### config.mk
export PLATFORM = sky130hd
export DESIGN_NAME = serial_tx_6b
export DESIGN_NICKNAME = d
export VERILOG_FILES = /design/src/rtl/serial_tx_pkg.sv /design/src/rtl/serial_tx_6b_bit_period_ctr.sv /design/src/rtl/serial_tx_6b.sv
export SDC_FILE = /design/constraint.sdc
export NUM_CORES = 1
export LEC_CHECK = 0
export ABC_AREA = 1
export CAP_MARGIN = 20
export CORE_MARGIN = 4
export CORE_UTILIZATION = 40
export CTS_BUF_LIST = sky130_fd_sc_hd__clkbuf_4
export DETAILED_ROUTE_END_ITERATION = 12
export GPL_TIMING_DRIVEN = 1
export PLACE_DENSITY = 0.67
export SYNTH_ARGS = -nofsm -noshare
export SYNTH_HDL_FRONTEND = slang
export SYNTH_HIERARCHICAL = 1
export SYNTH_SLANG_ARGS = --single-unit
### constraint.sdc
create_clock -name i_clk -period 2.35 [get_ports i_clk]
set_input_delay 0.47 -clock i_clk [delete_from_list [all_inputs] [get_ports i_clk]]
set_output_delay 0.47 -clock i_clk [all_outputs]
set_load 0.01 [all_outputs]
### src/rtl/serial_tx_pkg.sv
// serial_tx_pkg: shared state type, default sizing and counter-width helper for serial_tx_6b.
package serial_tx_pkg;
  typedef enum logic {IDLE, SHIFT} state_t;
  localparam int DEF_WIDTH = 6;
  localparam int DEF_DIV   = 1;
  function automatic int cnt_w(input int n);
    return (n <= 2) ? 1 : $clog2(n);
  endfunction
endpackage

### src/rtl/serial_tx_6b_bit_period_ctr.sv
// bit_period_ctr: loadable DIV-1 down-counter whose terminal count marks the last cycle of a bit period.
module bit_period_ctr
  import serial_tx_pkg::*;
#(
  parameter int DIV = DEF_DIV
) (
  input  logic i_clk,
  input  logic i_rst_n,
  input  logic i_load,
  input  logic i_en,
  output logic o_tc
);
  localparam int CW = cnt_w(DIV);
  localparam logic [CW-1:0] RELOAD = CW'(DIV - 1);
  logic [CW-1:0] r_cnt;
  logic          w_tc;
  assign w_tc = r_cnt == '0;
  assign o_tc = w_tc;
  always_ff @(posedge i_clk or negedge i_rst_n)
    if (!i_rst_n) r_cnt <= '0;
    else if (i_load || (i_en && w_tc)) r_cnt <= RELOAD;
    else if (i_en) r_cnt <= r_cnt - 1'b1;
endmodule

### src/rtl/serial_tx_6b.sv
// serial_tx_6b: valid/ready parallel-in, MSB-first serial-out transmitter with per-bit shift strobe.
// Optional Abort input enabled by defining SERIAL_TX_ABORT_EN.
module serial_tx_6b
  import serial_tx_pkg::*;
#(
  parameter int WIDTH = DEF_WIDTH,
  parameter int DIV   = DEF_DIV
) (
  input  logic             i_clk,
  input  logic             i_rst_n,
`ifdef SERIAL_TX_ABORT_EN
  input  logic             i_abort,
`endif
  input  logic [WIDTH-1:0] i_data_in,
  input  logic             i_valid,
  output logic             o_ready,
  output logic             o_bit_out,
  output logic             o_shift_out,
  output logic             o_busy,
  output logic             o_done
);
  localparam int BW = cnt_w(WIDTH + 1);
  state_t           r_state;
  logic [WIDTH-1:0] r_buf;
  logic [BW-1:0]    r_cnt;
  logic             r_done;
  logic             w_tc, w_accept, w_shift, w_abort;
`ifdef SERIAL_TX_ABORT_EN
  assign w_abort = i_abort;
`else
  assign w_abort = 1'b0;
`endif
  assign w_shift  = r_state == SHIFT;
  assign w_accept = (r_state == IDLE) && i_valid;
  bit_period_ctr #(.DIV(DIV)) u_div (
    .i_clk   (i_clk),
    .i_rst_n (i_rst_n),
    .i_load  (w_accept),
    .i_en    (w_shift),
    .o_tc    (w_tc)
  );
  // Outputs decode registered state only, so reset drives them immediately.
  assign o_ready     = !w_shift;
  assign o_busy      = w_shift;
  assign o_bit_out   = w_shift & r_buf[WIDTH-1];
  assign o_shift_out = w_shift & w_tc;
  assign o_done      = r_done;
  always_ff @(posedge i_clk or negedge i_rst_n)
    if (!i_rst_n) begin
      r_state <= IDLE;
      r_buf   <= '0;
      r_cnt   <= '0;
      r_done  <= 1'b0;
    end else begin
      r_done <= 1'b0;
      if (r_state == IDLE) begin
        if (i_valid) begin
          r_buf   <= i_data_in;
          r_cnt   <= BW'(WIDTH);
          r_state <= SHIFT;
        end
      end else if (w_abort) begin
        r_state <= IDLE;
        r_buf   <= '0;
        r_cnt   <= '0;
      end else if (w_tc) begin
        r_buf <= {r_buf[WIDTH-2:0], 1'b0};
        r_cnt <= r_cnt - 1'b1;
        if (r_cnt == BW'(1)) begin
          r_state <= IDLE;
          r_done  <= 1'b1;
        end
      end
    end
endmodule

## After elaboration in Yosys (flattened, before gate mapping)

Cells that the tools add are included.

| cells by class | value |
|---|---|
| $add $sub $neg | 2 |
| multipliers | 0 |
| divide/modulo/power cells | 0 |
| magnitude comparators | 0 |
| equality and inequality tests | 2 |
| shift operators | 0 |
| mux-type cells | 15 |
| bitwise logic cells | 4 |
| reductions and logical operators | 7 |

Operators with widths:

| cell | number |
|---|---|
| 6-bit 2-to-1 mux | 3 |
| 1-bit 2-to-1 mux | 9 |
| 3-bit 2-to-1 mux | 3 |
| 2-bit nonzero test | 2 |
| 3-bit by 1-bit == test with 1-bit output, second input constant | 1 |
| 3-bit by 1-bit subtractor with 3-bit output, second input constant | 1 |
| 1-bit bitwise AND | 2 |
| 1-bit logical AND | 2 |
| 2-bit != test, second input constant | 1 |
| 1-bit NOT | 2 |
| 2-bit AND reduction | 1 |
| 1-bit logical NOT | 1 |
| 1-bit logical OR | 1 |
| 1-bit subtractor, second input constant | 1 |

| word-level totals | value |
|---|---|
| register bits | 12 |
| bits in latches | 0 |
| bits in writable memories | 0 |
| bits in read-only memories | 0 |
| input port bits | 9 |
| output and inout port bits | 5 |
| logic and storage cells | 35 |
| memories kept | 0 |

## Depth between registers and ports, before layout

| logic depth | value |
|---|---|
| depth in word-level cells | 4 |
| mapped depth | 7 |
| depth with buffers taken out | 6 |

## Hierarchy

Netlist, hierarchy kept.

By module, submodules not included:

| module | instances | cells each | area an instance (sq um) | sequential area each (sq um) |
|---|---|---|---|---|
| serial_tx_6b | 1 | 74 | 579.3 | 275.3 |
| bit_period_ctr | 1 | 5 | 42.5 | 25.0 |

## Worst setup path after synthesis

Ideal clock, no wire load.

| timing | value |
|---|---|
| path kind | flip-flop to output port |
| from | register r_state, in the netlist o_busy |
| to | output o_shift_out |
| arrival time | 750 ps |
| data required time | 1880 ps |
| setup slack | 1130 ps |
| cell stages (with the launch flop) | 4 |
| path buffers | 1 |
| path through | dfrtp_1 > buf_6 > nand2_4 > inv_1 |

| on the way | value |
|---|---|
| word-level cells in the longest chain between the ends | 1 |

Ends and longest elaborated chain:

| what | RTL line | text |
|---|---|---|
| from (decl) | serial_tx_6b.sv:23 | `state_t r_state;` |
| from (signal assigned) | serial_tx_6b.sv:50 | `r_state <= IDLE;` |
| from (signal assigned) | serial_tx_6b.sv:60 | `r_state <= SHIFT;` |
| from (signal assigned) | serial_tx_6b.sv:63 | `r_state <= IDLE;` |
| 1-bit bitwise AND | serial_tx_6b.sv:46 | `assign o_shift_out = w_shift & w_tc;` |
| to (decl) | serial_tx_6b.sv:18 | `output logic o_shift_out,` |

No other way between the ends.

## Worst setup path after layout

Same ends and word-level chain as after synthesis.

==> qor_table.md <==
| Quantity | Value |
|---|---|
| Status | finished, final reports clean |
| Routed vias | 500 |
| Clock root buffer | clkbuf_4 |
| Number of enable flip-flop cells after synthesis | 0 |
| Total count of max-transition violations in the final report | 0 |
| Largest voltage drop on the vdd net | 0.516 mV |
| Final GP Congestion | 0.796 |
| Leakage power of the design | 0.409 nW |
| Maximum buffer depth of the clock tree | 2 |
| Final routed wirelength across all metal layers | 1.13 mm |
| Mapped Avg Cell Area | 7.87 um^2 |
| Top cells by count, synth | 35 x nand2_1, 12 x dfrtp_1, 10 x nand3_1 |
| Warnings from Yosys | 6 |
| Top-area cell type share of the netlist area | 0.483 |
| Flip-flop and latch count after synthesis | 12 |
| Count of buffers added by post-CTS timing repair for setup | 0 |
| Largest area contributor in the synthesized netlist | dfrtp_1 |
| Die Area | 2250 um^2 |
| Clock-pin slew of the registers on the worst-case setup and hold paths | 0.07 ns |
| Crit path kind | reg -> out |
| Count of TritonRoute iterations in the first routing pass | 4 |
| Congestion Overflow GR | 0 |
| Filler Cells Inserted | 130 |
| Initial antenna violation count | 0 |
| Clock tree from TritonCTS | yes |
| Total number of H-tree levels | 1 |
| Total nets after synthesis | 90 |
| Avg Vias per Cell | 4.67 |
| Worst slack on hold paths | 0.509 ns |
| TNS Setup | 0 ns |
| Share of layout cells above drive strength 1 | 0.0870 |
| Crit. End Element | output pin |
| Maximum number of pins on one net before global-route repair | 14 |
| Placement-stage cell area | 741 um^2 |
| Setup Skew | 0.00708 ns |
| Effective utilization at floorplan | 0.450 |
| Top-count cell post-synth | nand2_1 |
| Crit share post-route | 0.946 |
| Cell row count | 13 |
| Count of distinct cell types in the synthesized netlist | 14 |
| Relative slew slack | 0.629 |
| Chain of cells forming the critical path | nand2_4, inv_1, clkdlybuf4s50_1 |
| Mean routed wirelength per cell | 10.6 um |
| Initial drt markers | 11 |
| Slowest cell on the critical path | dfrtp_1 |
| Final instance count without filler cells | 107 |
| RSZ-0062 raised after global routing | false |
| F_max | 450 MHz |
| Main flop type after synthesis | dfrtp_1 |
| Worst setup slack for register-to-register paths | 0.79 ns |
| Total setup violations reported at the end of the flow | 0 |
| Final ANT Viol Nets | 0 |
| Largest cells by area after synthesis | dfrtp_1 48%, nand2_1 21%, nand3_1 8.0% |
| Reg-to-reg critical path startpoint | o_busy |
| Data required time of the critical path | 1.88 ns |
| Global-route wire length before repair | 1.79 mm |
| Worst Setup EP | o_shift_out |
| Actual transition at the worst max-transition pin | 0.554 ns |
| Category of the worst setup path launch point | flip-flop |
| Final Hold Violating Endpoints | 0 |
| Via count of the first global-routing pass | 429 |
| Final nets | 105 |
| Number of clock sinks seen by CTS | 12 |
| Dpl hpwl | 844 um |
| DRC violation count after routing | 0 |
| Number of placed instances, taps included | 104 |
| Port-buffer cells | 13 |
| CTS-repair resized insts | 0 |
| Number of buffers created by CTS | 3 |
| Class of the most critical hold timing path | reg -> reg |
| Max incr delay on CP | 0.64 ns |
| Post-Route Utilization | 0.552 |
| Vertical die dimension | 47.4 um |
| Post-synthesis instance area | 622 um^2 |
| PwrDens | 1160 nW/um^2 |
| Chip width | 47.4 um |
| Number of top-level design ports | 14 |
| Critical path fanouts, max | 13 |
| Time the worst path needs with I/O delays and setup | 2.22 ns |
| Capture instance of the worst register-to-register path | r_buf[4] |
| Core region area | 1380 um^2 |
| Total Routing Usage GR | 0.119 |
| Number of cells produced by synthesis | 79 |
| Worst path arrival time | 1.75 ns |
| Max Cap Violations | 0 |
| Share of synthesized area occupied by flip-flops and latches | 0.483 |
| Area growth from synthesis to layout | 22.7% |
| Start point of the critical path | o_busy |
| Async set-reset flop share out of synthesis | 1.00 |
| Area of all placed cells without fillers | 763 um^2 |
| Number of cell instances on the worst register-to-register path | 5 |
| Diode count | 0 |
| Worst-skew pair later-pin latency | 0.27 ns |
| Hold_buf cts | 0 |
==> state kept, by name, summed over array words and instances, names as in the netlist <==
| signal | count |
|---|---|
| r_buf | 6 |
| o_busy | 1 |
| u_div/r_cnt | 1 |
| r_cnt | 3 |
| o_done | 1 |
==> critical path, delay by kind of cell, from the launching register on <==
kind	cells	cell delay, ns
buffers and inverters	2	0.65
DFF	1	0.64
and+or+nand+nor	1	0.19
==> cells by family (layout without fill, tap and decap cells) <==
| logic type | after synthesis | count (layout) | share of synthesized area |
|---|---|---|---|
| and+or+nand+nor | 51 | 51 | 0.360 |
| adders and majority gates | 2 | 2 | 0.0402 |
| DFF | 12 | 12 | 0.483 |
| buffers and inverters | 13 | 26 | 0.109 |
| AOI/OAI and AO/OA | 1 | 1 | 0.00804 |
==> cell usage in the layout, fill, tap and decap left out, drive strengths merged <==
master,n
nand2,36
clkdlybuf4s50,13
dfrtp,12
nand3,10
inv,10
nor2,4
clkbuf,3
ha,2
nand4,1
o21ai,1
==> per-layer routing <==
metal  wire length (um)  track usage  part of all wire
met5                  0            0                 0
met4                  0       0.0331                 0
met1                510        0.146              0.45
met3                104       0.0677             0.092
met2                513        0.179              0.45
==> metrics by stage <==
| step | power [W] | setup WS (ns) |
|---|---|---|
| CTS | 0.000894 | 0.111 |
| floorplan | 0.000655 | 1.13 |
| global placement | 0.000757 | 0.465 |
| global route | 0.000970 | 0.0135 |
| finish | 0.000884 | 0.128 |
| detailed placement | 0.000770 | 0.417 |
==> final cells by class <==
| class | instances | area [um^2] | area share |
|---|---|---|---|
| sequential | 12 | 300 | 0.393 |
| multi-input combinational | 54 | 254 | 0.333 |
| timing repair buffer | 13 | 130 | 0.170 |
| inverter | 10 | 37.5 | 0.0492 |
| clock buffer | 3 | 22.5 | 0.0295 |
| tap | 15 | 18.8 | 0.0246 |
==> worst min path at each step <==
| stage | startpoint | endpoint | slack [ns] | depth (start not counted) |
|---|---|---|---|---|
| global route | r_cnt[0] | r_cnt[0] | 0.53 | 1 |
| detailed placement | r_cnt[1] | r_cnt[1] | 0.49 | 2 |
| floorplan | i_rst_n | o_busy | 0.17 | 0 |
| finish | r_cnt[1] | r_cnt[1] | 0.51 | 2 |
| global placement | r_cnt[1] | r_cnt[1] | 0.49 | 2 |
| CTS | r_cnt[1] | r_cnt[1] | 0.51 | 2 |
==> where the power goes <==
part           internal (W)  switching (W)  leakage (nW)
registers          0.000286      0.0000681         0.152
logic              0.000180       0.000228         0.244
clock network     0.0000592      0.0000632        0.0138
(Power assumes the default switching activity.)
